`config.mk`:
```
export PLATFORM = sky130hd
export DESIGN_NAME = regfile_wb_arbiter_flat
export DESIGN_NICKNAME = d
export VERILOG_FILES = /design/src/rtl/regfile_wb_arbiter_if.sv /design/src/rtl/regfile_wb_arbiter.sv /design/src/flat_wrapper.sv
export SDC_FILE = /design/constraint.sdc
export NUM_CORES = 1
export LEC_CHECK = 0
export ABC_AREA = 1
export CELL_PAD_IN_SITES_DETAIL_PLACEMENT = 2
export CELL_PAD_IN_SITES_GLOBAL_PLACEMENT = 2
export CORE_UTILIZATION = 22
export DETAILED_ROUTE_END_ITERATION = 12
export GPL_ROUTABILITY_DRIVEN = 0
export HOLD_SLACK_MARGIN = 0.05
export MAX_ROUTING_LAYER = met4
export PLACE_DENSITY_LB_ADDON = 0.1
export SLEW_MARGIN = 0
export SYNTH_ARGS = -nofsm -noshare
export SYNTH_HDL_FRONTEND = slang
export SYNTH_SLANG_ARGS = --single-unit
```
`constraint.sdc`:
```
create_clock -name clk -period 2.8 [get_ports clk]
set_input_delay 0.56 -clock clk [delete_from_list [all_inputs] [get_ports clk]]
set_output_delay 0.56 -clock clk [all_outputs]
set_load 0.01 [all_outputs]
```
`src/rtl/regfile_wb_arbiter_if.sv`:
```
// Bundle of issue, writeback-request and regfile-write signals shared by the
// writeback arbiter and its clients.
interface regfile_wb_arbiter_if #(
    parameter int XLEN = 32,
    parameter int NREQ = 3
);
    logic                   iss_valid;
    logic [4:0]             iss_rd;
    logic [4:0]             iss_rs1;
    logic [4:0]             iss_rs2;
    logic                   iss_stall;

    logic [NREQ-1:0]        req_valid;
    logic [5*NREQ-1:0]      req_addr;
    logic [XLEN*NREQ-1:0]   req_data;
    logic [NREQ-1:0]        req_ready;

    logic                   rf_we;
    logic [4:0]             rf_waddr;
    logic [XLEN-1:0]        rf_wdata;
    logic [31:0]            busy_vec;
    logic                   wb_err;

    modport master (
        output iss_valid, iss_rd, iss_rs1, iss_rs2,
        output req_valid, req_addr, req_data,
        input  iss_stall, req_ready,
        input  rf_we, rf_waddr, rf_wdata, busy_vec, wb_err
    );

    modport slave (
        input  iss_valid, iss_rd, iss_rs1, iss_rs2,
        input  req_valid, req_addr, req_data,
        output iss_stall, req_ready,
        output rf_we, rf_waddr, rf_wdata, busy_vec, wb_err
    );
endinterface

```
`src/rtl/regfile_wb_arbiter.sv`:
```
// Round-robin writeback arbiter for three requesters driving one regfile write
// port, with a busy-register scoreboard that stalls issue on hazards.
module regfile_wb_arbiter #(
    parameter int XLEN = 32,
    parameter int NREQ = 3
) (
    input  logic                  clk,
    input  logic                  rst,
    regfile_wb_arbiter_if.slave   bus
);
    logic [1:0]      rr_ptr;
    logic [NREQ-1:0] grant;
    logic [1:0]      gnt_idx;
    logic [1:0]      idx;
    logic            found;
    logic            transfer;
    logic            issue_acc;
    logic            hazard;
    logic [4:0]      wb_addr;
    logic [XLEN-1:0] wb_data;
    logic [31:0]     busy_q;
    logic [31:0]     busy_next;
    logic            rf_we_q;
    logic [4:0]      rf_waddr_q;
    logic [XLEN-1:0] rf_wdata_q;
    logic            wb_err_q;

    logic [4:0]      addr_arr [NREQ];
    logic [XLEN-1:0] data_arr [NREQ];

    for (genvar g = 0; g < NREQ; g++) begin : g_unpack
        assign addr_arr[g] = bus.req_addr[5*g +: 5];
        assign data_arr[g] = bus.req_data[XLEN*g +: XLEN];
    end

    function automatic logic [1:0] wrap(input int v);
        return 2'(v % NREQ);
    endfunction

    // First valid requester at or after rr_ptr wins; nothing is granted in reset.
    always_comb begin
        grant   = '0;
        gnt_idx = '0;
        idx     = '0;
        found   = 1'b0;
        if (!rst) begin
            for (int k = 0; k < NREQ; k++) begin
                idx = wrap(int'(rr_ptr) + k);
                if (!found && bus.req_valid[idx]) begin
                    grant[idx] = 1'b1;
                    gnt_idx    = idx;
                    found      = 1'b1;
                end
            end
        end
    end

    assign transfer = found;
    assign wb_addr  = addr_arr[gnt_idx];
    assign wb_data  = data_arr[gnt_idx];

    // Hazards are checked against the registered scoreboard, so a writeback
    // landing this edge does not release a stall until the next cycle.
    assign hazard = ((bus.iss_rs1 != 5'd0) && busy_q[bus.iss_rs1]) ||
                    ((bus.iss_rs2 != 5'd0) && busy_q[bus.iss_rs2]) ||
                    ((bus.iss_rd  != 5'd0) && busy_q[bus.iss_rd]);

    assign bus.iss_stall = !rst && bus.iss_valid && hazard;
    assign issue_acc     = !rst && bus.iss_valid && !hazard;

    // Clear before set so an issue and a writeback to the same register leave it busy.
    always_comb begin
        busy_next = busy_q;
        if (transfer && (wb_addr != 5'd0))
            busy_next[wb_addr] = 1'b0;
        if (issue_acc && (bus.iss_rd != 5'd0))
            busy_next[bus.iss_rd] = 1'b1;
        busy_next[0] = 1'b0;
    end

    always_ff @(posedge clk) begin
        if (rst) begin
            rr_ptr     <= '0;
            rf_we_q    <= 1'b0;
            rf_waddr_q <= '0;
            rf_wdata_q <= '0;
            busy_q     <= '0;
            wb_err_q   <= 1'b0;
        end else begin
            busy_q <= busy_next;
            if (transfer) begin
                rr_ptr     <= wrap(int'(gnt_idx) + 1);
                rf_we_q    <= (wb_addr != 5'd0);
                rf_waddr_q <= wb_addr;
                rf_wdata_q <= wb_data;
                if ((wb_addr != 5'd0) && !busy_q[wb_addr])
                    wb_err_q <= 1'b1;
            end else begin
                rf_we_q <= 1'b0;
            end
        end
    end

    assign bus.req_ready = grant;
    assign bus.rf_we     = rf_we_q;
    assign bus.rf_waddr  = rf_waddr_q;
    assign bus.rf_wdata  = rf_wdata_q;
    assign bus.busy_vec  = busy_q;
    assign bus.wb_err    = wb_err_q;
endmodule

```
`src/flat_wrapper.sv`:
```
// flat-port wrapper written by rule: the top's interface ports become plain ports
module regfile_wb_arbiter_flat 
#(
    parameter int XLEN = 32,
    parameter int NREQ = 3
)
  (clk, rst, bus_iss_valid, bus_iss_rd, bus_iss_rs1, bus_iss_rs2, bus_req_valid, bus_req_addr, bus_req_data, bus_iss_stall, bus_req_ready, bus_rf_we, bus_rf_waddr, bus_rf_wdata, bus_busy_vec, bus_wb_err);
  regfile_wb_arbiter_if #(.XLEN(XLEN), .NREQ(NREQ)) bus_i ();
  input  logic clk;
  input  logic rst;
  input wire logic [$bits(bus_i.iss_valid)-1:0] bus_iss_valid;
  input wire logic [$bits(bus_i.iss_rd)-1:0] bus_iss_rd;
  input wire logic [$bits(bus_i.iss_rs1)-1:0] bus_iss_rs1;
  input wire logic [$bits(bus_i.iss_rs2)-1:0] bus_iss_rs2;
  input wire logic [$bits(bus_i.req_valid)-1:0] bus_req_valid;
  input wire logic [$bits(bus_i.req_addr)-1:0] bus_req_addr;
  input wire logic [$bits(bus_i.req_data)-1:0] bus_req_data;
  output wire logic [$bits(bus_i.iss_stall)-1:0] bus_iss_stall;
  output wire logic [$bits(bus_i.req_ready)-1:0] bus_req_ready;
  output wire logic [$bits(bus_i.rf_we)-1:0] bus_rf_we;
  output wire logic [$bits(bus_i.rf_waddr)-1:0] bus_rf_waddr;
  output wire logic [$bits(bus_i.rf_wdata)-1:0] bus_rf_wdata;
  output wire logic [$bits(bus_i.busy_vec)-1:0] bus_busy_vec;
  output wire logic [$bits(bus_i.wb_err)-1:0] bus_wb_err;
  assign bus_i.iss_valid = bus_iss_valid;
  assign bus_i.iss_rd = bus_iss_rd;
  assign bus_i.iss_rs1 = bus_iss_rs1;
  assign bus_i.iss_rs2 = bus_iss_rs2;
  assign bus_i.req_valid = bus_req_valid;
  assign bus_i.req_addr = bus_req_addr;
  assign bus_i.req_data = bus_req_data;
  assign bus_iss_stall = bus_i.iss_stall;
  assign bus_req_ready = bus_i.req_ready;
  assign bus_rf_we = bus_i.rf_we;
  assign bus_rf_waddr = bus_i.rf_waddr;
  assign bus_rf_wdata = bus_i.rf_wdata;
  assign bus_busy_vec = bus_i.busy_vec;
  assign bus_wb_err = bus_i.wb_err;
  regfile_wb_arbiter #(.XLEN(XLEN), .NREQ(NREQ)) u_core (.clk(clk), .rst(rst), .bus(bus_i));
endmodule
```
==> results of run 1 <==
## power groups by stage
stage          Sequential (mW)  Combinational, mW  Clock, mW
6_report                  1.43               5.88       1.28
5_1_grt                   1.47               6.33       1.36
4_1_cts                   1.44               5.05       1.32
3_5_place_dp              1.44               4.72          0
3_3_place_gp              1.43               4.65          0
2_1_floorplan             1.55               2.12          0
## layout make-up
cell class                 count  area [µm²]
sequential                    72        1446
fill                        2624       13250
antenna                        1       2.502
clock buffer                  10       229.0
clock inverter                 6       92.59
tap                          285       356.6
multi-input combinational    608        3626
timing repair buffer         354        3336
inverter                      75       304.0
## kinds of logic (layout without fill, tap and decap cells)
kind of cell             after synthesis  count (layout)
adder cells (fa/ha/maj)                4               4
AND/OR/NAND/NOR                      392             393
flip-flops                            72              72
other                                  1               2
AO/OA/AOI/OAI                        210             210
buffers and inverters                117             445
## worst register-to-register path, delay by kind of cell, from the launching register on
| kind | cells | cell delay (ns) |
|---|---|---|
| and+or+nand+nor | 13 | 1.41 |
| buffers and inverters | 4 | 0.43 |
| DFF | 1 | 0.37 |
| adders and majority gates | 1 | 0.31 |
| AOI/OAI and AO/OA | 2 | 0.21 |
## what timing repair did
item                       CTS  global route
setup endpoints to repair   36            37
buffers inserted            10            22
pin swaps                   18            60
hold endpoints to repair     0             0
gates resized for setup     64           121
gates cloned                 1             1
hold buffers                 0             0
## registers in the layout, indices dropped and copies added (netlist names)
name / cells
u_core.bus.rf_we: 1
u_core.bus.rf_wdata: 32
u_core.rr_ptr: 2
u_core.bus.wb_err: 1
u_core.bus.busy_vec: 31
u_core.bus.rf_waddr: 5
## metal layers
| metal | wire (µm) | global-route usage, % | part of all wire, % | up-vias |
|---|---|---|---|---|
| met5 | 0 | - | 0 | - |
| met4 | 627 | 7.571 | 2.2 | 0 |
| li1 | - | - | - | 3398 |
| met2 | 14610 | 41.75 | 51 | 176 |
| met1 | 11860 | 26.23 | 42 | 3470 |
| met3 | 1282 | 4.876 | 4.5 | 41 |
## placed cells by master, fill, tap and decap left out, types with 4 or more instances in the layout
| cell | synthesis | final |
|---|---|---|
| nand2_2 | 13 | 19 |
| nor2_4 | 2 | 8 |
| nor3_2 | 1 | 4 |
| nand3_4 | 1 | 11 |
| o211ai_1 | 14 | 14 |
| o221ai_1 | 4 | 4 |
| nand3_2 | 9 | 8 |
| nand2_1 | 235 | 209 |
| o31ai_1 | 7 | 7 |
| a21oi_2 | 2 | 4 |
| o21ai_2 | 0 | 8 |
| o2111ai_1 | 6 | 5 |
| clkdlybuf4s50_1 | 0 | 186 |
| clkbuf_2 | 0 | 7 |
| inv_2 | 10 | 13 |
| nor2_1 | 25 | 17 |
| buf_4 | 3 | 127 |
| nor3_1 | 12 | 8 |
| nand4_1 | 23 | 23 |
| clkbuf_16 | 0 | 9 |
| a22oi_2 | 0 | 4 |
| inv_6 | 0 | 4 |
| o21ai_0 | 57 | 44 |
| a22oi_1 | 10 | 6 |
| buf_12 | 0 | 12 |
| o22ai_1 | 4 | 4 |
| dfxtp_1 | 72 | 70 |
| a41oi_1 | 17 | 17 |
| nand3_1 | 59 | 51 |
| o21ai_1 | 20 | 24 |
| nor2_2 | 5 | 7 |
| dlymetal6s2s_1 | 0 | 4 |
| a31oi_1 | 12 | 12 |
| buf_6 | 3 | 8 |
| dlygate4sd2_1 | 0 | 6 |
| a21oi_1 | 54 | 52 |
| inv_1 | 64 | 55 |
| nand2_4 | 2 | 21 |
## final timing paths
check | startpoint | to
worst min-delay path | u_core.bus.wb_err$_SDFFE_PP0P_ | u_core.bus.wb_err$_SDFFE_PP0P_
worst max-delay path | u_core.rr_ptr[0]$_SDFFE_PP0P_ | u_core.bus.wb_err$_SDFFE_PP0P_
worst min register to register | u_core.bus.wb_err$_SDFFE_PP0P_ | u_core.bus.wb_err$_SDFFE_PP0P_
worst max register to register | u_core.rr_ptr[0]$_SDFFE_PP0P_ | u_core.bus.wb_err$_SDFFE_PP0P_
## through the flow
step / hold slack, ns / cell area [µm²]
floorplan: 0.4842 / 5065
global placement: 0.4522 / 8252
detailed placement: 0.4666 / 8252
CTS: 0.4768 / 8826
global route: 0.4780 / 9393
finish: 0.4623 / 9393
==> key figures, run 1 <==
Outcome
  – Status: finished, final reports clean

Timing
  – Worst setup margin: between 0.02 and 0.025 ns
  – Setup TNS Final: 0 ns
  – Max-slew violations: 0
  – Tmin final: 2.776 ns
  – Hold Violations, Final: 0
  – Tcrit/Tclk final: roughly 100%
  – RSZ-0062 raised after global routing: true
  – Clock skew: around 0.0063 ns
  – FMAX: 360.3 MHz
  – Final-report setup violation count: 0

Drt
  – First-pass DRT Iterations: 4
  – Via density: 5.021
  – Final WL: 28380 µm
  – Routed Antenna Nets: 0
  – Initial DRC count: 245
  – WL/cell: roughly 20 µm
  – Total vias in the final route: slightly above 7000
  – DRC: 0

GRT
  – Largest net degree at the start of global routing: 37
  – Vias in the first global route: 7552
  – Congestion Overflow GR: 0
  – GRT Util Overall: 23.54%
  – First-pass GRT wire length: 41830 µm
  – Initial antenna violation count: 1

CTS
  – Clk Latency, worst-skew pair: 0.35 ns
  – Total CTS buffers: 9
  – Clock Path Buffers: 2
  – # clock sinks: 72
  – Clock-pin slew on the worst setup and hold paths: 0.06 ns
  – CTS tree: done
  – H-tree depth: 3
  – Clk Tree Root Cell: clkbuf_16

Job
  – Max-cap violations: 0

Synth
  – Most frequent cell after synthesis: nand2_1
  – Synth area leader: dfxtp_1
  – Most used DFF post-synth: dfxtp_1
  – Asr flop ratio synth: 0%
  – Cell area after synthesis: 0.005065 mm²
  – Ys Warns: 0
  – Gate Count Post-Synth: 796
  – XOR/XNOR Fraction of Synth Area: 0%
  – Syn Nets: 932
  – Synth area leaders: dfxtp_1 28%, nand2_1 17%, nand3_1 5.8%, o21ai_0 5.6%, a21oi_1 5.3%
  – Post-synth EDFFs: 0
  – Compound-Gate Fraction of Synth Area: about a quarter
  – FF+latch count, synth: 72
  – Simple-gate area share of the yosys netlist: 35.94%
  – Synth top cells by count: 235 x nand2_1, 72 x dfxtp_1, 64 x inv_1, 59 x nand3_1, 57 x o21ai_0
  – Largest family of logic cells by synthesized area: simple AND/OR/NAND/NOR gates
  – Yosys cell types: ~40
  – Seq/Total Area, Yosys: 28.46%
  – Post-synth top area share: 28.46%
  – Post-synthesis adder-cell area fraction: 0.9881%
  – Syn avg cell area: 6.363 µm²
  – Multiplexer share of the synthesized area: 0%

Critical path
  – CP bufs+invs: 4
  – CP delay by family, top: simple AND/OR/NAND/NOR gates
  – Worst path depth: 20
  – CP arrival: slightly above 3 ns
  – Data required time of the critical path: ~3.1 ns
  – Startpoint Class: flop
  – CP endpoint kind: flop
  – CP Cell Sequence: inv_4 -> ha_4 -> buf_6 -> o21ai_1 -> nand2_2 -> nand4_1 -> nand2_2 -> nand2_4 -> buf_6 -> nand2_4 -> nor2_4 -> nor2_4 -> inv_2 -> nand2_4 -> nor2_4 -> nand2_2 -> nand3_2 -> nor2_2 -> nand2_1 -> a21oi_2
  – CP max stage delay: ~0.37 ns
  – Worst R2R Path Depth: 20
  – Slowest CP cell: dfxtp_4
  – Reg2Reg Setup Slack: 0.02 ns
  – Max Fanout on Critical Path: 7
  – CP Class: reg2reg

Floorplan
  – Die width: about 150 µm
  – Die area: 0.02363 mm²
  – Die Y: 153.7 µm
  – I/O pin cnt: 207
  – Effective utilization at floorplan: 22.37%
  – Core Area: 0.02264 mm²
  – Site row count: 55

Power and ir drop
  – VDD IR max: roughly 0.00041 V
  – PwrDens: 915.2 mW/mm²
  – Switching Share: roughly 45%
  – Clock power frac: between 10% and 20%
  – Internal: 4.719 mW
  – P_sw: 3.877 mW
  – Design Power: 8.596 mW
  – Comb power frac: 68.4%
  – Leakage power figure: between 3 and 4 nW
  – Seq pwr share: 16.7%

Min path
  – Hold depth: 2
  – Worst Hold Class: reg2reg

Final layout
  – Fin util: 41.49%
  – Non-filler cells, final: 1411
  – Syn-to-layout area delta: 85.45%
  – Nets: 1256
  – Fraction of layout cells with a size suffix above 1: 26.49%

Place
  – Place WS: -0.6711 ns
  – Detailed Place HPWL: ~21000 µm
  – IO buf count: 205
  – Placed cell count: roughly 1400
No activity file was read; power rests on OpenSTA's default activity.
==> inputs of run 2 (changes only) <==
==> constraint.sdc (replaced) <==
create_clock -name clk -period 2.7 [get_ports clk]
set_input_delay 0.54 -clock clk [delete_from_list [all_inputs] [get_ports clk]]
set_output_delay 0.54 -clock clk [all_outputs]
set_load 0.01 [all_outputs]
==> run 2 against run 1 <==
Against the previous run: sequential power increased by 6%; clock-buffer cell count unchanged; via count increased by 0.16%; hold slack improved by 0.00058 ns; combinational power increased by 3%; register-to-register slack got worse by 0.10 ns; largest power group unchanged; the run now ends with setup timing left; first-iteration DRC count decreased by 7.3%.
==> key figures, run 2 (synthesis gave the netlist of run 1 again) <==
Final layout
  – Fillers: 2591 (was 2624)
  – Fin util: 41.45% (was 41.49%)
  – Nets: 1258 (was 1256)
  – Fraction of layout cells with a size suffix above 1: 27.42% (was 26.49%)
  – Commonest non-fill, non-tap cell in the layout: nand2_1 (unchanged)
  – Ant. Diodes: 0 (was 1)
  – Number of flip-flops in the largest register: 32 (unchanged)
  – Most frequent cells in the layout: 211 x nand2_1, 186 x clkdlybuf4s50_1, 126 x buf_4, 68 x dfxtp_1, 54 x inv_1 (was 209 x nand2_1, 186 x clkdlybuf4s50_1, 127 x buf_4, 70 x dfxtp_1, 55 x inv_1)
  – Syn-to-layout area delta: 85.30% (was 85.45%)
  – Non-filler cells, final: 1412 (was 1411)

CTS
  – Clk Latency, worst-skew pair: 0.35 ns (about the same)
  – Total CTS buffers: 9 (unchanged)
  – Clk Tree Root Cell: clkbuf_16 (unchanged)
  – # clock sinks: 72 (unchanged)
  – Clock Path Buffers: 2 (unchanged)
  – CTS tree: done (unchanged)
  – Hold-fix buffers at CTS: 0 (unchanged)
  – Clock-pin slew on the worst setup and hold paths: 0.06 ns (about the same)
  – H-tree depth: 3 (unchanged)

Floorplan
  – Die Y: 153.7 µm (unchanged)
  – Die area: 0.02363 mm² (unchanged)
  – Site row count: 55 (unchanged)
  – Effective utilization at floorplan: 22.37% (unchanged)
  – Die width: 153.7 µm (unchanged)
  – Core Area: 0.02264 mm² (unchanged)
  – I/O pin cnt: 207 (unchanged)

Power and ir drop
  – Clock power frac: 13.3% (was 14.9%)
  – Switching Share: 46.76% (was 45.11%)
  – Leakage power figure: 3.858 nW (was 3.895 nW)
  – VDD IR max: 0.0005006 V (was 0.0004063 V)
  – Seq pwr share: 17.3% (was 16.7%)
  – Comb power frac: 69.4% (was 68.4%)
  – Internal: 4.628 mW (was 4.719 mW)
  – P_sw: 4.066 mW (was 3.877 mW)
  – PwrDens: 926.4 mW/mm² (was 915.2 mW/mm²)

Critical path
  – CP Class: reg2reg (unchanged)
  – CP endpoint kind: flop (unchanged)
  – Data required time of the critical path: 2.91 ns (was 3.08 ns)
  – Max Fanout on Critical Path: 7 (unchanged)
  – Startpoint Class: flop (unchanged)
  – CP arrival: 2.99 ns (was 3.05 ns)

Timing
  – Final-report setup violation count: 23 (was 0)
  – FMAX: 360.2 MHz (was 360.3 MHz)
  – Hold Violations, Final: 0 (unchanged)
  – Hold WS: 0.4629 ns (was 0.4623 ns)
  – Max-slew violations: 0 (unchanged)
  – Tmin final: 2.776 ns (about the same)
  – Worst setup margin: -0.07647 ns (was 0.02435 ns)
  – Clock skew: 0.01177 ns (was 0.006336 ns)
  – RSZ-0062 raised after global routing: true (unchanged)
  – Tcrit/Tclk final: 102.8% (was 99.13%)

Place
  – IO buf count: 205 (unchanged)
  – Placed cell count: 1372 (was 1360)
  – Detailed Place HPWL: 21220 µm (was 21010 µm)

Drt
  – Met2 WL: 14980 µm (was 14610 µm)
  – Initial DRC count: 227 (was 245)
  – WL/cell: 20.20 µm (was 20.11 µm)
  – Top Metal Used: met4 (unchanged)
  – Routed Antenna Nets: 0 (unchanged)
  – Total vias in the final route: 7096 (was 7085)
  – Via density: 5.025 (was 5.021)
  – First-pass DRT Iterations: 4 (unchanged)
  – DRC: 0 (unchanged)
  – Final WL: 28520 µm (was 28380 µm)
  – Met3 Wirelength: 1100 µm (was 1282 µm)
  – Metal1 wirelength: 11900 µm (was 11860 µm)

Outcome
  – Violated checks: setup timing
  – Status: complete, but fails checks (was finished, final reports clean)

Min path
  – Worst Hold Class: reg2reg (unchanged)

GRT
  – GRT Util Overall: 24.06% (was 23.54%)
  – Vias in the first global route: 7514 (was 7552)
  – Largest net degree at the start of global routing: 37 (unchanged)
  – First-pass GRT wire length: 42610 µm (was 41830 µm)
  – Initial antenna violation count: 0 (was 1)
  – Congestion Overflow GR: 0 (unchanged)

Job
  – Max-cap violations: 0 (unchanged)
## run 2: cell count changes in the layout (fill, tap and decap cells not counted), moves of 3 or more
cell,previous run,this run
inv_4,3,6
clkbuf_2,7,3
a21oi_1,52,49
buf_6,8,16
nand2_4,21,16
buf_12,12,9
a21oi_2,4,7
buf_2,2,5
o31ai_1,7,0
o31ai_2,0,6
## run 2: power groups by stage
stage               clock (mW)  sequential (mW)  combinational, mW
floorplan                    0             1.60               2.20
global placement             0             1.49               4.81
detailed placement           0             1.50               4.87
CTS                       1.17             1.49               5.22
global route              1.22             1.53               6.49
finish                    1.16             1.51               6.03
## run 2: repair_timing
item | 4_1_cts | 5_1_grt
endpoints found under the setup margin | 37 | 38
gates resized for setup | 79 | 130
gates cloned | 3 | 0
pin swaps | 15 | 58
setup buffers | 9 | 14
## run 2: final timing paths
check,start,to,slack (ns),cells after the start
hold reg to reg,u_core.bus.wb_err$_SDFFE_PP0P_,u_core.bus.wb_err$_SDFFE_PP0P_,0.46,2
hold / removal,u_core.bus.wb_err$_SDFFE_PP0P_,u_core.bus.wb_err$_SDFFE_PP0P_,0.46,2
setup / recovery,u_core.rr_ptr[0]$_SDFFE_PP0P_,u_core.bus.busy_vec[28]$_SDFF_PP0_,-0.08,16
setup reg to reg,u_core.rr_ptr[0]$_SDFFE_PP0P_,u_core.bus.busy_vec[28]$_SDFF_PP0_,-0.08,16
## run 2: metrics by stage
step	setup TNS, ns	cell area (µm²)	power (mW)	setup WS [ns]
4_1_cts	-0.03480	8836	7.883	-0.03480
2_1_floorplan	0	5065	3.806	0.07566
5_1_grt	-5.477	9385	9.243	-0.2230
6_report	-0.8564	9385	8.694	-0.07647
3_3_place_gp	-16.78	8329	6.294	-0.7505
3_5_place_dp	-17.53	8329	6.369	-0.7471
## run 2: worst max-delay path, stage by stage (launching register included)
cell and delay [ns]:
dfxtp_4 0.35, buf_6 0.12, ha_4 0.18, inv_4 0.09
nand2_2 0.08, nand2_4 0.12, nand2_8 0.08, nand4_1 0.12
buf_6 0.13, nand3_4 0.17, buf_4 0.21, nand3_4 0.06
nand3b_4 0.15, inv_4 0.12, nand3_2 0.24, o31ai_2 0.28
a21oi_1 0.13
## run 2: final cells by class
class | count | area (µm²) | share of cell area (%)
multi-input combinational | 608 | 3676 | 39.17
timing repair buffer | 356 | 3317 | 35.34
tap | 285 | 356.6 | 3.799
sequential | 72 | 1451 | 15.46
clock buffer | 10 | 229.0 | 2.440
inverter | 75 | 311.5 | 3.320
clock inverter | 6 | 43.79 | 0.4666
## run 2: metal layers
metal / vias up / track usage, %
met5: - / -
met4: 0 / 7.238
met3: 39 / 4.115
met2: 166 / 42.53
met1: 3484 / 27.63
li1: 3407 / -
